==> src/rtl/counter_ctrl.sv <==
// Command sequencer for the up/down counter: takes LOAD/CLEAR/UP n/DOWN n on a
// valid/ready port and drives the counter pins. Optional saturation: COUNTER_CTRL_SAT_EN.
module counter_ctrl #(
  parameter int WIDTH  = 8,
  parameter int STEP_W = 8
) (
  input  logic             clk,
  input  logic             reset,
  input  logic             cmd_valid,
  output logic             cmd_ready,
  input  logic [1:0]       cmd_op,
  input  logic [WIDTH-1:0] cmd_data,
  output logic [WIDTH-1:0] cnt_data_in,
  output logic             cnt_load,
  output logic             cnt_enable,
  output logic             cnt_up_down,
  input  logic [WIDTH-1:0] cnt_data_out,
  output logic             busy,
  output logic             done,
  output logic [WIDTH-1:0] result,
  output logic             sat
);

  typedef enum logic [1:0] {
    OP_LOAD  = 2'b00,
    OP_UP    = 2'b01,
    OP_DOWN  = 2'b10,
    OP_CLEAR = 2'b11
  } op_e;

  typedef enum logic [1:0] {
    S_IDLE,
    S_LOAD,
    S_RUN,
    S_DONE
  } state_e;

  state_e              state_q, state_d;
  op_e                 op_q;
  logic [WIDTH-1:0]    data_q;
  logic [STEP_W-1:0]   remaining_q, remaining_d;
  logic [WIDTH-1:0]    result_q;
  logic                accept;
  logic [STEP_W-1:0]   cmd_count;

  assign accept    = cmd_valid && cmd_ready;
  assign cmd_count = cmd_data[STEP_W-1:0];
  assign result    = result_q;

`ifdef COUNTER_CTRL_SAT_EN
  logic sat_q, sat_d;
  logic at_boundary;

  // Boundary is judged on the counter's registered output, so the enable that
  // would step past it is suppressed in the same cycle.
  assign at_boundary = (op_q == OP_UP) ? (&cnt_data_out) : (cnt_data_out == '0);
  assign sat         = done && sat_q;
`else
  assign sat = 1'b0;
`endif

  // NOTE: every output and next-state signal gets a default before the case, so
  // no path leaves a combinational variable unassigned and no latch is inferred.
  always_comb begin
    state_d     = state_q;
    remaining_d = remaining_q;
    cmd_ready   = 1'b0;
    busy        = 1'b1;
    done        = 1'b0;
    cnt_load    = 1'b0;
    cnt_enable  = 1'b0;
    cnt_up_down = 1'b0;
    cnt_data_in = '0;
`ifdef COUNTER_CTRL_SAT_EN
    sat_d       = sat_q;
`endif

    case (state_q)
      S_IDLE: begin
        cmd_ready = 1'b1;
        busy      = 1'b0;
`ifdef COUNTER_CTRL_SAT_EN
        sat_d     = 1'b0;
`endif
        if (cmd_valid) begin
          if (op_e'(cmd_op) == OP_LOAD || op_e'(cmd_op) == OP_CLEAR) begin
            state_d = S_LOAD;
          end else if (cmd_count == '0) begin
            state_d = S_DONE;
          end else begin
            state_d     = S_RUN;
            remaining_d = cmd_count;
          end
        end
      end

      S_LOAD: begin
        cnt_load    = 1'b1;
        cnt_data_in = (op_q == OP_CLEAR) ? '0 : data_q;
        state_d     = S_DONE;
      end

      S_RUN: begin
        cnt_up_down = (op_q == OP_UP);
`ifdef COUNTER_CTRL_SAT_EN
        if (at_boundary) begin
          sat_d       = 1'b1;
          remaining_d = '0;
          state_d     = S_DONE;
        end else begin
          cnt_enable  = 1'b1;
          remaining_d = remaining_q - 1'b1;
          if (remaining_q == STEP_W'(1)) state_d = S_DONE;
        end
`else
        cnt_enable  = 1'b1;
        remaining_d = remaining_q - 1'b1;
        if (remaining_q == STEP_W'(1)) state_d = S_DONE;
`endif
      end

      S_DONE: begin
        done    = 1'b1;
        state_d = S_IDLE;
      end

      default: begin
        state_d = S_IDLE;
      end
    endcase
  end

  // NOTE: state registers use non-blocking assignments so every flop samples
  // the pre-edge values regardless of statement order.
  always_ff @(posedge clk or negedge reset) begin
    if (!reset) begin
      state_q     <= S_IDLE;
      op_q        <= OP_LOAD;
      data_q      <= '0;
      remaining_q <= '0;
      result_q    <= '0;
    end else begin
      state_q     <= state_d;
      remaining_q <= remaining_d;
      if (accept) begin
        op_q   <= op_e'(cmd_op);
        data_q <= cmd_data;
      end
      if (state_q == S_DONE) result_q <= cnt_data_out;
    end
  end

`ifdef COUNTER_CTRL_SAT_EN
  always_ff @(posedge clk or negedge reset) begin
    if (!reset) sat_q <= 1'b0;
    else        sat_q <= sat_d;
  end
`endif

endmodule

==> config.mk <==
export PLATFORM = sky130hd
export DESIGN_NAME = counter_ctrl
export DESIGN_NICKNAME = d
export VERILOG_FILES = /design/src/rtl/counter_ctrl.sv
export SDC_FILE = /design/constraint.sdc
export NUM_CORES = 1
export LEC_CHECK = 0
export ABC_AREA = 1
export CAP_MARGIN = 15
export CORE_ASPECT_RATIO = 0.7
export CORE_MARGIN = 4
export CORE_UTILIZATION = 30
export DETAILED_ROUTE_END_ITERATION = 7
export GPL_TIMING_DRIVEN = 0
export PLACE_DENSITY = 0.64
export SLEW_MARGIN = 30
export SYNTH_ARGS = -nofsm -noshare
export SYNTH_HDL_FRONTEND = slang
export SYNTH_SLANG_ARGS = --single-unit
==> constraint.sdc <==
create_clock -name clk -period 2.6 [get_ports clk]
set_input_delay 0.39 -clock clk [delete_from_list [all_inputs] [get_ports clk]]
set_output_delay 0.39 -clock clk [all_outputs]
set_load 0.02 [all_outputs]
==> results.txt, run 1 <==
The worst setup path is captured at an output port. The final count of negative-setup-slack endpoints came out at 0. The multi-input gate area in the final layout came out at 716 um^2. The number of DRC markers after the initial detailed-route iteration is 83. The cell-internal power came out at 1.46 mW.

The sequential area share after synthesis came out at 44.7%. The final hold violation count is 0. The area inside the core boundary is 0.00491 mm^2. Along the worst path, the maximum fanout reaches 10. From bottom edge to top edge, the die measures 68.5 um.

Setup repair after global routing left no endpoint under its margin. Of the available clock period, the critical path in the final layout requires roughly 94%. The worst register-to-register path begins at state_q[1]$_DFFE_PN0P_. The total CTS buffers is 3.

The sequential group share of total power came out at 31.6%. The floorplan step defined a die boundary enclosing 0.00646 mm^2. Max-cap violations in this run came to 0. The overall track demand over capacity in global routing came out at 11.8%. The worst reg-to-reg setup slack is 910 ps. The number of nets in the synthesized netlist is between 200 and 250. The adder-cell share of the synthesized area came out at under 10%.

The run finished with clean final reports. The residual DRC count is 0. The leakage component of the power came out at 1.04 nW. The clock reaches the later pin of the worst-skew pair after 270 ps. The count of cell types in the netlist came out at 18.

44 I/O pins were placed. The min-delay analysis places its worst path in the category in2async. The arrival time at the worst endpoint came out at 2060 ps.

The layout net count is roughly 280. Once detailed placement completed, the half-perimeter wirelength came to 2.89 mm. The ratio of total power to cell area came out at 1180 mW/mm^2. Counting every instance in the synthesized netlist gives 203.

The power share of the combinational group came out at 54.8%. The effective utilization at floorplan is around a third. The number of standard cells in the layout, taps in and fillers out came out at 318.

The per-instance average area after synthesis is slightly below 8 um^2. The via count is about 1,400. The highest ir drop seen on vdd came out at 0.351 mV. The synthesized netlist devotes 7.83% of its cell area to compound gates. In the final layout, flip-flops and latches occupy 701 um^2. The highest attainable clock frequency is about 400 MHz. After synthesis, the largest family of logic cells by area is simple AND/OR/NAND/NOR gates. The post-synthesis cell area came out at approximately 0.0016 mm^2.

The critical path in this run is classified as reg2out. The simple-gate area share of the yosys netlist is 26.0%. Input and output buffers added on the ports amount to 42. Across the routed clock network, the largest skew measured is 2.27 ps. The shortest clock period the worst path allows after layout is 2450 ps.

For this design the total switching power over the nets is 1.08 mW. The switching share of total power is 42.4%. The signal on the critical path passes through inv_1 > ha_1 > clkbuf_4 > nand2_1 > nor2_1 > clkdlybuf4s50_1. The met2 demand-to-capacity share in global routing came out at 18.1%. The global-route wire length before repair is 6.00 mm. The met1 demand-to-capacity share in global routing is 17.0%.

The slowest stage of the critical path belongs to the cell clkdlybuf4s50_1. After global routing the overflow that remains totals 0. The critical path contains buffers and inverters numbering 3 combined. The final weighted congestion of routability-driven global placement came out at 0.818.

TritonCTS built the clock tree. The cell sitting at the root of the clock tree is a clkbuf_8. Of the total power, the clock network draws 13.6%. For the pin with the worst max-slew slack, the measured transition is approximately 660 ps. The tightest hold path in the finished design has a slack of roughly 140 ps. The count of nets left with antenna violations once routing finished came out at 0. The total placed cells including tap cells came out at ~310.

Entering global routing, the biggest net connects 29 pins. The count of final max-slew check failures came out at 0. The first detailed-routing pass ran for 4 iterations. The initial antenna violation count came to 0. The number of synthesis warnings came out at 0.

Global routing consumed, on the met3 layer, under 10% of the routing resources. The layout overhead on the synthesized area is 36.8%. After filler insertion, the fill cell instance count of the layout stands at 521. The total inserted antenna cells came out at 0. The source of the critical timing path is state_q[0]$_DFFE_PN0P_. The worst setup path is launched from a flop. The number of global-route vias before repair came out at 1,246. For the worst setup path, the data required time is roughly 2200 ps. On the worst path, the slowest cell contributes a delay of 610 ps. The synthesized design contains 28 register bits. The synthesized netlist devotes just over 1% of its cell area to XOR and XNOR gates.

The ratio of cells with drive above 1 in the final layout is under 10%. The standard-cell row count is 21. The count of clock tree sinks came out at 28. The kind of cell adding the most delay to the critical path is buffers and inverters.

The buffer depth of the longest clock path is 2. The CTS H-tree depth came out at 1. After clock tree synthesis, the clock-pin slew on the worst setup and hold paths is 100 ps. The via count normalized by instance count came out at 4.31.

The share of synthesized area spent on multiplexers came out at 5.75%. The die is 94.4 um wide. The total wire length after detailed routing is ~3.7 mm.

The worst pin sits at a relative slew slack of 56.0%. The layer flagged by global routing as most heavily used is met2. The post-detailed-route wirelength per cell is 11.7 um. Adding up every negative setup slack in the final design gives 0 ps.

The quantity of hold-fixing buffers added after cts came out at 0.
sequential cells by signal (all words and copies together), names as in the netlist:
signal       cells
remaining_q      8
state_q          2
op_q             2
data_q           8
result           8
layout by cell type (no fill, tap or decap), types with 2 or more instances in the layout:
master and count:
nor2_1 19, nand3_2 2, mux2_2 8, nand2_1 62
clkdlybuf4s50_1 41, o21ai_0 21, ha_1 6, nand3_1 13
dfrtp_1 28, nand2_2 2, inv_1 31, clkbuf_1 2
clkbuf_8 3, o21ai_2 2
cell usage after synthesis, drive strengths merged:
cell     n  area, um^2
clkbuf   3        11.3
nand4    1        6.26
nand3   15        85.1
nand2   64         245
mux2     8        90.1
o21ai   23         123
dfrtp   28         701
nor2    19        71.3
xor2     1        16.3
conb     1        3.75
inv     32         120
ha       6        75.1
buf      2        18.8
power by group through the flow:
stage | Combinational (mW) | Clock, mW | Sequential (mW)
after global routing | 1.56 | 0.377 | 0.826
after global placement | 1.38 | 0 | 0.802
after CTS | 1.40 | 0.360 | 0.800
after floorplan | 0.837 | 0 | 0.856
after detailed placement | 1.39 | 0 | 0.809
final | 1.39 | 0.345 | 0.801
path summary, 6_finish.rpt:
| kind | to | depth (start not counted) |
|---|---|---|
| min reg2reg | data_q[4]$_DFFE_PN0P_ | 2 |
| max reg2reg | remaining_q[1]$_DFFE_PN0P_ | 8 |
| max | cnt_up_down | 6 |
| min in group clk | data_q[4]$_DFFE_PN0P_ | 2 |
| min | result[2]$_DFFE_PN0P_ | 1 |
| max in group asynchronous | state_q[0]$_DFFE_PN0P_ | 1 |
what timing repair did:
item                                    in CTS  in global routing
setup buffers                                0                  0
resized for setup                            1                  2
endpoints found under the setup margin       1                  1
layout make-up:
type	count	area share, %
clock inverters	1	1.40
inverters	32	5.60
well taps	69	4.03
repair buffers	42	19.4
plain buffers	5	1.58
flip-flops and latches	28	32.7
multi-input cells	138	33.4
clock buffers	3	1.93
kinds of logic (layout without fill, tap and decap cells):
family | Yosys count | count (layout)
adders and majority gates | 6 | 6
DFF | 28 | 28
muxes | 8 | 8
xor gates and xnor gates | 1 | 1
buffers and inverters | 37 | 83
and+or+nand+nor | 99 | 99
AOI/OAI and AO/OA | 23 | 23
other | 1 | 1
metal layers:
layer,vias to the layer above,routed length (um)
li1,714,-
met1,636,1910
met2,20,1610
met3,2,174
met4,0,12
met5,-,0
stage by stage:
| step | instance area, um^2 | power [mW] | utilization, % | setup WS, ps |
|---|---|---|---|---|
| after floorplan | 1570 | 1.69 | - | 781 |
| after global placement | 2070 | 2.18 | 42.2 | 272 |
| after detailed placement | 2070 | 2.20 | 42.1 | 261 |
| after CTS | 2140 | 2.56 | 43.6 | 78.5 |
| after global routing | 2140 | 2.76 | 43.6 | 12.5 |
| final | 2140 | 2.54 | 43.6 | 149 |
Power figures use the tool's default switching activity.
==> run 2, diff against run 1 <==
==> constraint.sdc (replaced) <==
create_clock -name clk -period 2.6 [get_ports clk]
set_input_delay 0.65 -clock clk [delete_from_list [all_inputs] [get_ports clk]]
set_output_delay 0.65 -clock clk [all_outputs]
set_load 0.02 [all_outputs]
==> run 2 against run 1 <==
Against the previous run:
- sequential cell count did not move
- non-clock buffer count did not move
- critical endpoint is now busy
- combinational power barely moved
- setup slack improved by 9.4 ps
- largest power group unchanged
- clock skew barely moved
- die area did not move
==> results.txt, run 2 (synthesis results as in run 1) <==
The total placed cells including tap cells came out at 314 (unchanged). The count of clock tree sinks is 28 (unchanged). The portion of the clock cycle consumed by the worst path in the final layout came out at 93.9% (was 94.3%).

Unrepaired setup endpoints after global routing: no (unchanged). The delay contributed by the slowest stage of the critical path was 620 ps (was 610 ps). The count of boundary I/O pins is 44 (unchanged). The leakage component of the power is 1.08 nW (was 1.04 nW). The via count came out at 1,375 (was 1,372).

Chain of cells forming the critical path: inv_1 > ha_1 > inv_1 > clkdlybuf4s50_1 (was inv_1 > ha_1 > clkbuf_4 > nand2_1 > nor2_1 > clkdlybuf4s50_1). The kind of start point of the critical path is a flop (unchanged). Most used cells in the layout excluding fill and tap cells: nand2_1, clkdlybuf4s50_1, inv_1 (unchanged). The cell at the root of the clock tree was clkbuf_8 (unchanged). The effective utilization at floorplan is 31.9% (unchanged). The final worst setup slack is 158 ps (was 149 ps).

The number of DRC markers after the initial detailed-route iteration came out at 87 (was 83). The headroom to the max-slew limit is 56.2% (was 56.0%). The worst hold margin came to 397 ps (was 138 ps). The kind of cell adding the most delay to the critical path is buffers and inverters (unchanged). The ratio of total power to cell area is 1180 mW/mm^2 (about the same). The switching share of total power was 42.8% (was 42.4%).

The source of the critical timing path is state_q[0]$_DFFE_PN0P_ (unchanged). The required time of the critical path is 1950 ps (was 2210 ps). The residual DRC count came to 0 (unchanged). The pin count of the biggest net entering global routing is 29 (unchanged).

The total CTS buffers is 3 (unchanged). The die boundary width came out at 94.4 um (unchanged). The ratio of cells with drive above 1 in the final layout is 9.64% (unchanged). The worst slack at placement came out at 0.600 ps (was 261 ps). The post-detailed-route wirelength per cell was 11.7 um (about the same). The standard-cell row count is 21 (unchanged). The worst-case clock skew is 2.06 ps (was 2.27 ps). The most common cell after layout, fill and taps aside is nand2_1 (unchanged). The count of final max-slew check failures came out at 0 (unchanged). The critical setup path kind was reg2out (unchanged). The cell with the largest stage delay on the worst path is clkdlybuf4s50_1 (unchanged). The final hold violation count came out at 0 (unchanged).

The clock transition at the register clock pins on the worst setup and hold paths after CTS came out at 100 ps (about the same). The end of the worst register-to-register path is remaining_q[1]$_DFFE_PN0P_ (unchanged). The total inserted antenna cells is 0 (unchanged). The overall track demand over capacity in global routing was 11.8% (about the same).

The via count normalized by instance count came to 4.32 (was 4.31). The antenna violation net count after detailed routing is 0 (unchanged). The global-route wire length before repair came out at 6.02 mm (was 6.00 mm). The worst-case reg-to-reg path depth is 8 (unchanged). The layout overhead on the synthesized area is 36.1% (was 36.8%). The final instance area is 0.00213 mm^2 (was 0.00214 mm^2).

The highest attainable clock frequency came out at 410 MHz (was 408 MHz). The arrival time at the worst endpoint is 1790 ps (was 2060 ps). The number of iterations in the first detailed-routing pass is 4 (unchanged). The sequential group share of total power came out at 31.9% (was 31.6%). The total wire length after detailed routing is 3.72 mm (was 3.71 mm). The path category of the worst min-delay check is in2async (unchanged). The CTS tree is yes (unchanged). The clock latency of the later-clocked register in the worst-skew pair is 270 ps (about the same). The quantity of hold-fixing buffers added after cts is 0 (unchanged).

The maximum fanout count along the critical path came out at 5 (was 10). The cell area after placement came out at 0.00207 mm^2 (unchanged). The power share of the combinational group came out at 54.3% (was 54.8%). The number of standard cells in the layout, taps in and fillers out is 318 (unchanged). The final count of negative-setup-slack endpoints came out at 0 (unchanged). The area inside the core boundary came to 0.00491 mm^2 (unchanged).

The most numerous cell type found on the critical path is inv_1. The buffer depth of the longest clock path is 2 (unchanged). The shortest clock period the worst path allows after layout is 2440 ps (was 2450 ps). The CTS H-tree depth is 1 (unchanged). The power dissipated by switching net loads came out at 1.08 mW (about the same). The worst reg-to-reg setup slack came out at 910 ps (about the same). The count of input and output buffers is 42 (unchanged). The type of destination of the critical path is an output port (unchanged). The sum of net half-perimeters after detailed placement came to 2.89 mm (unchanged). The setup TNS was 0 ps (unchanged). The die footprint was 0.00646 mm^2 (unchanged). The worst reg2reg path startpoint is state_q[1]$_DFFE_PN0P_ (unchanged). Result of the run: complete, no violations (unchanged).

The proportion of power drawn by the clock network is 13.7% (was 13.6%). The highest ir drop seen on vdd came to 0.361 mV (was 0.351 mV). The vertical extent of the die is 68.5 um (unchanged). The final weighted congestion of routability-driven global placement came out at 0.818 (unchanged). The critical path buffer and inverter count is 3 (unchanged).

The cell-internal power came out at 1.44 mW (was 1.46 mW). The number of buffers inserted by post-CTS setup repair is 0 (unchanged). The layout net count came out at 277 (unchanged). The total congestion overflow is 0 (unchanged). The total of max-cap violations came out at 0 (unchanged). The measured slew at the worst slew-check pin is 658 ps (was 660 ps). The number of global-route vias before repair came out at 1,249 (was 1,246). The initial antenna violation count came to 0 (unchanged).
## run 2: area by class of cell
class / instances / area [um^2]
well taps: 69 / 86.3
clock buffers: 3 / 41.3
clock inverters: 1 / 30.0
plain buffers: 5 / 33.8
multi-input cells: 138 / 716
flip-flops and latches: 28 / 701
inverters: 32 / 120
fillers: 530 / 2780
repair buffers: 42 / 404
## run 2: worst max-delay path by stage
stage	to	cells past startpoint
after global placement	cnt_up_down	6
after floorplan	cnt_up_down	5
after detailed placement	cnt_up_down	6
after global routing	cnt_up_down	6
final	busy	4
after CTS	cnt_up_down	6
## run 2: power by group through the flow
stage,Sequential (mW),Clock (mW),Combinational [mW]
4_1_cts,0.800,0.360,1.38
2_1_floorplan,0.856,0,0.837
3_3_place_gp,0.802,0,1.38
3_5_place_dp,0.809,0,1.39
5_1_grt,0.826,0.377,1.53
6_report,0.801,0.345,1.36
## run 2: metal layers
metal	share of wire, %	vias up	GRT usage (%)
met3	4.8	2	2.97
met5	0	-	0
met1	51	638	17.0
met4	0.32	0	1.62
li1	-	715	-
met2	44	20	18.3
## run 2: repair_timing
action | 4_1_cts | 5_1_grt
gates resized for setup | 11 | 0
setup endpoints to repair | 9 | 0
hold endpoints to repair | 0 | 0
## run 2: stage by stage
stage | power [mW] | util, %
after floorplan | 1.69 | -
after global placement | 2.18 | 42.2
after detailed placement | 2.20 | 42.1
after CTS | 2.54 | 43.4
after global routing | 2.74 | 43.4
final | 2.51 | 43.4
